[config.mk]
export PLATFORM = sky130hd
export DESIGN_NAME = mult15127_rr_sequencer
export DESIGN_NICKNAME = d
export VERILOG_FILES = /design/src/rtl/mult15127_rr_sequencer.sv
export SDC_FILE = /design/constraint.sdc
export NUM_CORES = 1
export LEC_CHECK = 0
export CAP_MARGIN = 20
export CORE_ASPECT_RATIO = 1.2
export CORE_MARGIN = 10
export CORE_UTILIZATION = 59
export CTS_BUF_LIST = sky130_fd_sc_hd__clkbuf_4
export DETAILED_ROUTE_END_ITERATION = 8
export GPL_TIMING_DRIVEN = 0
export PLACE_DENSITY_LB_ADDON = 0.25
export REMOVE_ABC_BUFFERS = 1
export SYNTH_ARGS = -nofsm -noshare
export SYNTH_HDL_FRONTEND = slang
export SYNTH_SLANG_ARGS = --single-unit
[constraint.sdc]
create_clock -name i_clk -period 3.7 [get_ports i_clk]
set_input_delay 0.37 -clock i_clk [delete_from_list [all_inputs] [get_ports i_clk]]
set_output_delay 0.37 -clock i_clk [all_outputs]
set_load 0.05 [all_outputs]
[src/rtl/mult15127_rr_sequencer.sv]
// mult15127_rr_sequencer: two-requester round-robin, four-step shared add/sub multiplier computing x*15127 mod 2^WIDTH
// Ports: i_clk/i_rst (async active-high); i_valid0/i_data0/o_ready0 and i_valid1/i_data1/o_ready1 requester handshakes;
// o_valid/o_data0/o_id/i_ready result handshake; o_busy (not IDLE); o_done_cnt (wrapping handoff count).
module mult15127_rr_sequencer #(
  parameter int WIDTH = 32,
  parameter int CNT_W = 16
) (
  input  logic             i_clk,
  input  logic             i_rst,
  input  logic             i_valid0,
  input  logic [WIDTH-1:0] i_data0,
  output logic             o_ready0,
  input  logic             i_valid1,
  input  logic [WIDTH-1:0] i_data1,
  output logic             o_ready1,
  output logic             o_valid,
  output logic [WIDTH-1:0] o_data0,
  output logic             o_id,
  input  logic             i_ready,
  output logic             o_busy,
  output logic [CNT_W-1:0] o_done_cnt
);
  typedef enum logic [2:0] {IDLE, OP1, OP2, OP3, OP4, DONE} state_t;
  state_t state_q, state_d;
  logic [WIDTH-1:0] rx_q, rx_d, ra_q, ra_d;
  logic prio_q, prio_d, id_q, id_d;
  logic [CNT_W-1:0] cnt_q, cnt_d;
  always_comb begin
    o_ready0 = (state_q == IDLE) & i_valid0 & (~i_valid1 | ~prio_q);
    o_ready1 = (state_q == IDLE) & i_valid1 & (~i_valid0 | prio_q);
    state_d = state_q;
    rx_d = rx_q;
    ra_d = ra_q;
    prio_d = prio_q;
    id_d = id_q;
    cnt_d = cnt_q;
    case (state_q)
      IDLE: if (o_ready0 | o_ready1) begin
        rx_d = o_ready1 ? i_data1 : i_data0;
        id_d = o_ready1;
        prio_d = ~o_ready1;
        state_d = OP1;
      end
      OP1: begin
        ra_d = (rx_q << 7) - rx_q;
        state_d = OP2;
      end
      OP2: begin
        ra_d = ra_q + (ra_q << 4);
        state_d = OP3;
      end
      OP3: begin
        ra_d = ra_q + (rx_q << 1);
        state_d = OP4;
      end
      OP4: begin
        ra_d = (ra_q << 3) - ra_q;
        state_d = DONE;
      end
      DONE: if (i_ready) begin
        state_d = IDLE;
        cnt_d = cnt_q + CNT_W'(1);
      end
      default: state_d = IDLE;
    endcase
  end
  always_ff @(posedge i_clk or posedge i_rst) begin
    if (i_rst) begin
      state_q <= IDLE;
      rx_q <= '0;
      ra_q <= '0;
      prio_q <= 1'b0;
      id_q <= 1'b0;
      cnt_q <= '0;
    end else begin
      state_q <= state_d;
      rx_q <= rx_d;
      ra_q <= ra_d;
      prio_q <= prio_d;
      id_q <= id_d;
      cnt_q <= cnt_d;
    end
  end
  assign o_valid = (state_q == DONE);
  assign o_busy = (state_q != IDLE);
  assign o_data0 = ra_q;
  assign o_id = id_q;
  assign o_done_cnt = cnt_q;
endmodule
==> impl_metrics.py <==
metrics = {
    "critical_path": {
        "criticalPathCategory": "flip-flop to flip-flop",
        "r2r_start": "o_data0[0]",
        "cp_cell_sequence": "ha_1 > or4b_4 > a221o_1 > a211o_1 > a211oi_2 > o31a_1 > o21a_2 > o221ai_1 > xnor2_1 > a21o_1 > a211oi_2",
        "critPathRequiredTime_ps": 4130,
        "worst_r2r_endpoint": "o_data0[31]",
        "critical_path_buf_inv_count": 0,
        "ff2ff_setup_slack_ps": 130,
        "slowest_delay_ps": 510,
        "r2r_cells": 11,
        "worstSetupStartpointType": "flip-flop",
        "slowest_stage": "or4b_4",
        "cp_max_fo": 5,
        "crit_path_end_kind": "flip-flop",
        "cp_top_family": "compound AO/OA/AOI/OAI gates",
        "arrival_ps": 4000,
        "crit_top_cell": "a211oi_2",
    },
    "logic_synthesis": {
        "async_flop_share_pct": 100,
        "synth_most_common_cell": "a21oi_1",
        "ys_seq_area_share_pct": 21.4,
        "yosysUniqueCellTypes": 81,
        "mappedNetlistArea_um2": 9960,
        "synth_ff_type": "dfrtp_1",
        "synth_edf_count": 0,
        "yosys-top-cells-count": "a21oi_1 (134), ha_1 (112), nand2_1 (94), inv_1 (91), dfrtp_1 (85)",
        "synth_area_leader_cell": "dfrtp_1",
        "synth_warnings": 0,
        "synthTopCellsByArea": "dfrtp_1 (21%), ha_1 (14%), a21oi_1 (6.7%)",
        "synth_top_area_share_pct": 21.4,
        "syn_area_per_cell_um2": 7.92,
        "synth_cells": 1257,
        "ys_seq_elements": 85,
    },
    "clocking": {
        "clock-sinks": 85,
        "holdBufCountCts": 0,
        "cts_max_path_buffers": 2,
        "cts_made_buffers": 9,
        "cts_max_level": 3,
        "root_buffer": "clkbuf_4",
        "clk_pin_slew_ps": 180,
        "cts_tree": "built",
        "clkLatencyLatePin_ps": 510,
    },
    "global_routing": {
        "grt_use_met1_pct": 34.0,
        "grt_overflow": 0,
        "grt_antenna_before_repair": 1,
        "grt_max_degree": 63,
        "grt_pass1_vias": 9772,
        "grt_pass1_wl_um": 50200,
        "grt.busiest_layer": "met2",
        "use_met2_pct": 44.6,
        "use_met3_pct": 5.75,
        "grtUsageTotal_pct": 26.7,
    },
    "detailed_routing": {
        "final_antenna_net_count": 0,
        "drt_iter0_drc": 1090,
        "dr.pass1.iters": 6,
        "vias_per_cell": 6.51,
        "via_count": 10300,
        "wl_um": 32100,
        "routedWlPerCell_um": 20.3,
        "route.detailed.drc": 0,
    },
    "worst_hold_path": {
        "hold_path_class": "input pin to async pin",
    },
    "placement": {
        "gp_congestion": 0.947,
        "hpwl_um": 24800,
        "portBuffers": 121,
        "dp.cells": 1555,
    },
    "timing": {
        "min_period_ps": 3570,
        "worstMarginPinSlew_ps": 1170,
        "max_freq_mhz": 280,
        "slew_viol_final": 0,
        "period_share_pct": 96.5,
        "fin_worst_skew_ps": 33.5,
        "setup_viol": 0,
        "slew_headroom_pct": 21.6,
        "hold_violations": 0,
    },
    "die": {
        "initial_utilization_pct": 60.7,
        "die_h_um": 162,
        "dieArea_um2": 22500,
        "rows": 51,
        "core_um2": 16400,
        "ios": 122,
        "die_w_um": 139,
    },
    "cells_and_area": {
        "drive_above_1_share_pct": 6.14,
        "syn_to_final_growth_pct": 17.5,
        "nets": 1545,
        "stdcell_count": 1581,
    },
    "flow_run": {
        "drv_cap": 0,
    },
    "outcome": {
        "outcome": "completed",
    },
}
[repair_timing]
item,4_1_cts,5_1_grt
buffers inserted,0,7
pin swaps,0,2
cloned,0,0
resized for setup,11,22
setup endpoints to repair,11,15
[how the worst max path moves through the flow]
stage | from | to | slack [ps] | cells past startpoint
floorplan | state_q[0] | rx_q[2] | -3300 | 8
CTS | o_data0[4] | o_data0[28] | 10 | 13
global route | o_data0[0] | o_data0[31] | -30 | 11
detailed placement | o_data0[4] | o_data0[28] | -150 | 13
global placement | state_q[0] | o_ready1 | -4560 | 6
finish | o_data0[0] | o_data0[31] | 130 | 11
[routing by layer]
layer  share of wire (%)  up-vias
met5                   0        -
met4                 2.6        0
met3                 9.7       71
met2                  46      491
met1                  42     4834
li1                    -     4900
[layout make-up]
type	count	area, um2
clock buffer	9	67.6
multi-input combinational	1038	7410
antenna	2	5.00
sequential	85	2140
timing repair buffer	135	1380
inverter	93	352
tap	212	265
fill	1310	4700
clock inverter	7	83.8
[layout by cell type, fill, tap and decap left out, types with 15 or more instances in the layout]
master / n
a21oi_1: 134
clkdlybuf4s50_1: 119
ha_1: 112
nand2_1: 94
inv_1: 90
nor2_1: 78
dfrtp_1: 78
o21ai_0: 77
xnor2_1: 70
a21o_1: 46
xor2_1: 42
nor3_1: 40
nand3_1: 31
a221o_1: 29
nand2b_1: 17
o22ai_1: 16
nand4_1: 16
a31oi_1: 15
a22oi_1: 15
[metrics by stage]
step                      cell area (um2)  hold slack [ps]  worst slack [ps]  setup TNS (ps)  util [%]
final                               11700              168               131               0      71.3
after global routing                11700              206             -29.4           -42.7      71.3
after CTS                           11600              173              9.57               0      70.5
after detailed placement            11400              473              -149            -605      69.4
after global placement              11200              469             -4560         -159390      68.6
after floorplan                      9770              465             -3300         -103700         -
[cells by family after synthesis]
family | synth area share, %
xor+xnor | 9.94
fa+ha+maj | 14.5
simple gates | 16.6
buf+inv | 5.37
mux | 0.917
flops | 21.4
compound gates | 31.3
[flip-flops by register name, summed over array words and instances, names as in the netlist]
register    flops
o_data0        32
o_done_cnt     16
o_id            1
prio_q          1
rx_q           32
state_q         3
Power is not shown: default switching activity piles up to over one toggle a cycle in this logic, so the estimate is an artifact.
